[src/rtl/fib_ram_sequencer.sv]
// Fibonacci sequencer driving a shared single-port RAM: seeds slots 0/1, then read-read-add-write per step tick.
// Optional build macro FIB_OVF_STOP_EN: a carrying addition ends the run without writing or counting that term.
module fib_ram_sequencer #(
    parameter int DATA_W    = 8,
    parameter int ADDR_W    = 3,
    parameter int SEED0     = 1,
    parameter int SEED1     = 1,
    parameter int MAX_TERMS = 10
) (
    input  logic              clk,
    input  logic              rst,
    input  logic              start,
    input  logic              step,
    output logic              ram_we,
    output logic [ADDR_W-1:0] ram_addr,
    output logic [DATA_W-1:0] ram_din,
    input  logic [DATA_W-1:0] ram_dout,
    output logic              busy,
    output logic              done,
    output logic              valid,
    output logic [DATA_W-1:0] result,
    output logic [7:0]        count,
    output logic              ovf,
    output logic [2:0]        dbg_state
);

    typedef enum logic [2:0] {
        S_IDLE  = 3'd0,
        S_INIT0 = 3'd1,
        S_INIT1 = 3'd2,
        S_RD0   = 3'd3,
        S_CAP0  = 3'd4,
        S_CAP1  = 3'd5,
        S_CALC  = 3'd6,
        S_DONE  = 3'd7
    } state_t;

    state_t            state_q, state_d;
    logic [DATA_W-1:0] reg_a_q, reg_a_d;
    logic [DATA_W-1:0] reg_b_q, reg_b_d;
    logic [DATA_W-1:0] result_q, result_d;
    logic [7:0]        count_q, count_d;
    logic              ovf_q, ovf_d;
    logic              valid_q, valid_d;

    logic [DATA_W:0]   sum_full;
    logic [DATA_W-1:0] sum;
    logic              carry;
    logic              last_term;
    logic              stop_on_carry;

    assign sum_full  = {1'b0, reg_a_q} + {1'b0, reg_b_q};
    assign sum       = sum_full[DATA_W-1:0];
    assign carry     = sum_full[DATA_W];
    assign last_term = ((count_q + 8'd1) == 8'(MAX_TERMS));

`ifdef FIB_OVF_STOP_EN
    assign stop_on_carry = carry;
`else
    assign stop_on_carry = 1'b0;
`endif

    always_ff @(posedge clk) begin
        if (rst) begin
            state_q  <= S_IDLE;
            reg_a_q  <= '0;
            reg_b_q  <= '0;
            result_q <= '0;
            count_q  <= '0;
            ovf_q    <= 1'b0;
            valid_q  <= 1'b0;
        end else begin
            state_q  <= state_d;
            reg_a_q  <= reg_a_d;
            reg_b_q  <= reg_b_d;
            result_q <= result_d;
            count_q  <= count_d;
            ovf_q    <= ovf_d;
            valid_q  <= valid_d;
        end
    end

    always_comb begin
        state_d  = state_q;
        reg_a_d  = reg_a_q;
        reg_b_d  = reg_b_q;
        result_d = result_q;
        count_d  = count_q;
        ovf_d    = ovf_q;
        valid_d  = 1'b0;
        ram_we   = 1'b0;
        ram_addr = '0;
        ram_din  = '0;
        case (state_q)
            S_IDLE: begin
                if (start) state_d = S_INIT0;
            end
            S_INIT0: begin
                ram_we   = 1'b1;
                ram_din  = DATA_W'(SEED0);
                count_d  = '0;
                ovf_d    = 1'b0;
                result_d = '0;
                state_d  = S_INIT1;
            end
            S_INIT1: begin
                ram_we   = 1'b1;
                ram_addr = ADDR_W'(1);
                ram_din  = DATA_W'(SEED1);
                state_d  = S_RD0;
            end
            S_RD0: begin
                if (step) state_d = S_CAP0;
            end
            // Read data lags the address by one cycle, so CAP0 sees slot 0 while slot 1 is addressed.
            S_CAP0: begin
                ram_addr = ADDR_W'(1);
                reg_a_d  = ram_dout;
                state_d  = S_CAP1;
            end
            S_CAP1: begin
                ram_addr = ADDR_W'(1);
                reg_b_d  = ram_dout;
                state_d  = S_CALC;
            end
            S_CALC: begin
                ram_addr = ADDR_W'(count_q[0]);
                ram_din  = sum;
                ovf_d    = ovf_q | carry;
                if (stop_on_carry) begin
                    state_d = S_DONE;
                end else begin
                    ram_we   = 1'b1;
                    result_d = sum;
                    count_d  = count_q + 8'd1;
                    valid_d  = 1'b1;
                    state_d  = last_term ? S_DONE : S_RD0;
                end
            end
            S_DONE: begin
                if (start) state_d = S_INIT0;
            end
            default: state_d = S_IDLE;
        endcase
    end

    assign busy      = (state_q != S_IDLE) && (state_q != S_DONE);
    assign done      = (state_q == S_DONE);
    assign valid     = valid_q;
    assign result    = result_q;
    assign count     = count_q;
    assign ovf       = ovf_q;
    assign dbg_state = state_q;

endmodule

[config.mk]
export PLATFORM = sky130hd
export DESIGN_NAME = fib_ram_sequencer
export DESIGN_NICKNAME = d
export VERILOG_FILES = /design/src/rtl/fib_ram_sequencer.sv
export SDC_FILE = /design/constraint.sdc
export NUM_CORES = 1
export LEC_CHECK = 0
export ABC_AREA = 1
export CORE_MARGIN = 8
export CORE_UTILIZATION = 45
export CTS_CLUSTER_SIZE = 20
export DETAILED_ROUTE_END_ITERATION = 7
export DONT_BUFFER_PORTS = 1
export GPL_TIMING_DRIVEN = 0
export SYNTH_ARGS = -nofsm -noshare
export SYNTH_HDL_FRONTEND = slang
export SYNTH_SLANG_ARGS = --single-unit
[constraint.sdc]
create_clock -name clk -period 1.6 [get_ports clk]
set_input_delay 0.32 -clock clk [delete_from_list [all_inputs] [get_ports clk]]
set_output_delay 0.32 -clock clk [all_outputs]
set_load 0.01 [all_outputs]
== After elaboration in Yosys (flattened, before gate mapping) ==
Index checks and enable logic that the tools add are counted.
Operators by class
  reduce and logical (&&, ||, !) cells: 9
  eq/ne operators: 11
  $mul: 0
  shift-type cells: 0
  muxes and demuxes: 11
  bitwise gates (word level): 1
  magnitude comparators: 0
  divide/modulo/power cells: 0
  add/sub/neg operators: 2
Operators by type and width (number)
  one-hot mux 8 bit (2 select lines): 3
  one-hot mux 3 bit (7 select lines): 1
  equality test 3 bit, second input constant: 4
  adder 8 x 8 -> 9 bit: 1
  2-to-1 mux 3 bit: 3
  adder 8 x 1 -> 8 bit, second input constant: 1
  equality test 8 x 4 -> 1 bit, second input constant: 1
  equality test 3 x 2 -> 1 bit, second input constant: 2
  OR reduction 3 bit: 2
  one-hot mux 1 bit (2 select lines): 2
  OR reduction 2 bit: 2
  equality test 3 x 1 -> 1 bit, second input constant: 1
  zero test 3 bit: 1
  != test 3 bit, second input constant: 1
  nonzero test 3 bit: 1
  2-to-1 mux 1 bit: 2
  != test 2 x 1 -> 1 bit, second input constant: 1
  != test 2 bit, second input constant: 1
  AND reduction 2 bit: 1
  nonzero test 2 bit: 1
  logical AND 1 bit: 1
  OR 1 bit: 1
Word-level totals
  output and inout port bits: 35
  input port bits: 12
  bits in read-only memories: 0
  memories kept: 0
  RAM bits: 0
  latch bits: 0
  flip-flop bits (word level): 37
  word-level logic and storage cells: 41

== Longest topological paths before layout ==
  word-level depth: 4
  mapped depth: 9
  gate-level depth less buffers: 9

== Worst setup path before layout ==
Ideal clock, no wire load.
  path kind: reg-to-output
  start point: register reg_a_q[0]
  end point: output port ram_din[4]
  data required time: 1.280 ns
  cell stages (with the launch flop): 10
  path slack: -0.179 ns
  arrival: 1.459 ns
  path buffers: 0
  path through: dfxtp_1 ha_1 fa_1 nand2_1 inv_1 o21ai_0 nand2_1 nand2_1 nand3_1 inv_1
On the way
  word-level cells in the longest chain between the ends: 2
RTL lines
  from (decl): line 39  | logic [DATA_W-1:0] reg_a_q, reg_a_d;
  from (signal assigned): line 74  | reg_a_q <= reg_a_d;
  adder 8 x 8 -> 9 bit: line 52  | assign sum_full = {1'b0, reg_a_q} + {1'b0, reg_b_q};
  one-hot mux 8 bit (2 select lines): line 94  | case (state_q)
  to (decl): line 16  | output logic [DATA_W-1:0] ram_din,
Every way passes these cells.

== Final worst setup path ==
  start point: register reg_a_q[0]
  end point: output port ram_din[6]
Same word-level chain as after synthesis.

==> results.md <==
- Outcome: complete, but fails checks
- Violated checks: negative setup slack
- Root buf cell: clkbuf_8
- Element type at the critical path start: register
- Fin worst setup slack: -0.447 ns
- Nets: 344
- Initial cell density of the core: a little under half
- Synth top area cells: dfxtp_1, nand2_1, a21oi_1
- Least-Margin Pin Slew: 0.533 ns
- Final setup viols: 8
- Number of antenna violations at the first check in global routing: 0
- Basic-gate share of the synthesized area counting and, or, nand and nor cells: 34.0%
- Aggregate negative setup slack: -2.03 ns
- Global-route wire length before repair: 9490 µm
- Max clock buf depth: 2
- Number of global-route vias before repair: 1933
- Maxcap violations: 0
- Post-route insts no fill: between 300 and 400
- Cell Area, Placed: 0.00215 mm²
- Critical path type: reg -> out
- Fraction of final layout cells sized beyond drive strength 1: 33.5%
- Worst hold margin: 0.150 ns
- Clock tree from TritonCTS: done
- Post-route cell area: 0.00264 mm²
- H-tree depth reported by CTS: 2
- Library cell with the largest summed area after synthesis: dfxtp_1
- Critical path launch point: reg_a_q[0]
- Average size of a mapped cell: 6.96 µm²
- Post-synthesis sequential area ratio: between 30 and 40%
- Unrepaired setup endpoints after global routing: yes
- Final worst path period share: 128%
- Area of the core region: 0.00438 mm²
- Clk sink count: 37
- Largest net degree at the start of global routing: 13
- Netlist area before placement: 0.00206 mm²
- Required time reported for the critical path endpoint: 1.28 ns
- Antenna Violating Nets Remaining: 0
- IO Port Bufs: 0
- Number of search-and-repair iterations in the first detailed-routing pass: 4
- Horizontal extent of the die: 83.7 µm
- CTS Buf Count: 5
- Worst r2r src: reg_a_q[0]
- Pre-CTS worst setup slack: -0.171 ns
- Adder-Cell Fraction of Synth Area: 7.05%
- Global-route congestion overflow total: 0
- Area fraction of the dominant cell type after synthesis: 36.0%
- Synth Area in Compound Gates: 12.3%
- Area growth, synth to finish: 28.2%
- DR WL/cell: 15.0 µm
- Arrival time of data at the critical path endpoint: 1.73 ns
- Total via count in the routed design: 1944
- CTS clk-pin slew, worst paths: 0.08 ns
- Capturing element type of the critical path: output pin
- Origin of the worst min-delay path: ram_dout[1]
- CP Cell Sequence: ha_4 > fa_2 > nand4_1 > nand3_2 > nand2_1 > nand3_2 > inv_2 > buf_6
- Die ar.: 0.00700 mm²
- Inst Count DP: 349
- Leakage Power: around 1.1 nW
- Highest attainable clock frequency: 488 MHz
- Largest family of logic cells by synthesized area: simple AND/OR/NAND/NOR gates
- Total power per unit cell area: roughly 1400 mW/mm²
- 1st-iter DRT viols: 76
- Ratio of routed vias to standard cells: 5.20
- Maximum vdd drop: 1.07 mV
- Min-Delay Path Class: in -> reg
- Synthesis Warnings: 0
- Largest stage delay, worst path: 0.36 ns
- Die boundary height: 83.7 µm
- Normalized max-slew margin: approximately 64%
- Post-synthesis cell count: 296
- Register bit count reported by yosys: 37
- ANT cells: 0
- CP most frequent cell: nand3_2
- Maximum fanout along the worst path: 3
- Total global routing track utilization: 16.3%
- Slew Viols, Final: 0
- Wire length reported by the detailed router: 5600 µm
- Share of the core filled with cells: 60.2%
- Final count of hold timing violations: 0
- Worst clock skew: 0.00976 ns
- Core Rows: 24
- Drc violations: 0
- Clock insertion delay at the later pin of the skew report: around 0.30 ns
- Detailed placement HPWL: 3860 µm
- Xor and xnor area share after synthesis: 0%
- Time the final worst path needs with I/O delays and setup: slightly above 2 ns
- Hold buffer count at cts: 0
- Post-layout power: 3.67 mW
- Number of distinct library cell variants in the gate-level netlist after synthesis: 30
- Routability congestion estimate from global placement: ~0.8
- Critical-path cell with the highest stage delay: fa_2
- Mux share of post-synthesis cell area: 0%
- Number of top-level design ports: 47
==> state kept, by name (all words and copies together) (netlist names) <==
register	cells
count	8
dbg_state	3
ovf	1
reg_a_q	8
reg_b_q	8
result	8
valid	1
==> timing repair <==
action / 4_1_cts / 5_1_grt
resized for setup: 52 / 23
setup endpoints to repair: 12 / 16
setup buffers: 18 / 3
endpoints found under the hold margin: 0 / 0
pin swaps: 14 / 5
==> synthesized netlist by cell type <==
cell / count
a21oi_1: 31
buf_1: 1
buf_4: 3
buf_6: 4
clkbuf_1: 3
conb_1: 1
dfxtp_1: 37
fa_1: 1
ha_1: 10
inv_1: 29
inv_2: 3
inv_4: 2
nand2_1: 79
nand2_2: 3
nand2_4: 2
nand3_1: 21
nand3_4: 1
nand3b_1: 6
nand3b_2: 1
nand4_1: 3
nor2_1: 30
nor2_2: 2
nor2_4: 2
nor3_1: 2
nor3b_1: 1
o211ai_1: 1
o21ai_0: 13
o21ai_1: 2
o21bai_1: 1
o32ai_1: 1
==> area by class of cell <==
cell class | count | area [µm²]
fillers | 397 | 1740
multi-input cells | 215 | 1310
flip-flops and latches | 37 | 772
repair buffers | 17 | 148
inverters | 34 | 138
plain buffers | 11 | 90.1
clock buffers | 6 | 82.6
well taps | 52 | 65.1
clock inverters | 2 | 37.5
==> worst max-delay path, delay by kind of cell (launching register included) <==
| family | cells | cell delay (ns) |
|---|---|---|
| buffers and inverters | 2 | 0.16 |
| adder cells (fa/ha/maj) | 2 | 0.52 |
| AND/OR/NAND/NOR | 4 | 0.40 |
| flip-flops | 1 | 0.35 |
==> power breakdown <==
group	internal (mW)	leakage, nW	total (mW)	switching (mW)
sequential	1.08	0.308	1.25	0.171
combinational	0.632	0.771	1.56	0.927
clock	0.507	0.0574	0.868	0.361
total	2.21	1.14	3.67	1.46
==> final timing paths <==
check | cells past startpoint | end | slack (ns)
min | 2 | reg_a_q[1] | 0.15
min reg2reg | 2 | reg_b_q[7] | 0.47
max reg2reg | 8 | result[2] | 0.05
max | 8 | ram_din[6] | -0.45
==> layer usage <==
| layer | global-route usage, % | share of wire [%] | up-vias |
|---|---|---|---|
| li1 | - | - | 1002 |
| met1 | 19.0 | 44 | 862 |
| met2 | 26.0 | 45 | 69 |
| met3 | 5.96 | 8.5 | 11 |
| met4 | 6.91 | 2.1 | 0 |
| met5 | 0 | 0 | - |
==> placed cells by master (no fill, tap or decap), drive strengths merged <==
cell type and count:
nand2 84, dfxtp 37, nor2 34, inv 34
a21oi 31, buf 25, nand3 22, o21ai 15
ha 10, clkbuf 9, nand3b 7, nand4 3
conb 2, nor3 2, o211ai 1, o21bai 1
nor3b 1, o32ai 1, fa 1, bufinv 1
clkinvlp 1
==> kinds of logic after synthesis <==
kind of cell             after synthesis
AO/OA/AOI/OAI                         49
flip-flops                            37
AND/OR/NAND/NOR                      153
buffers and inverters                 45
other                                  1
adder cells (fa/ha/maj)               11
Note: power is estimated with default switching activity, not from simulation.
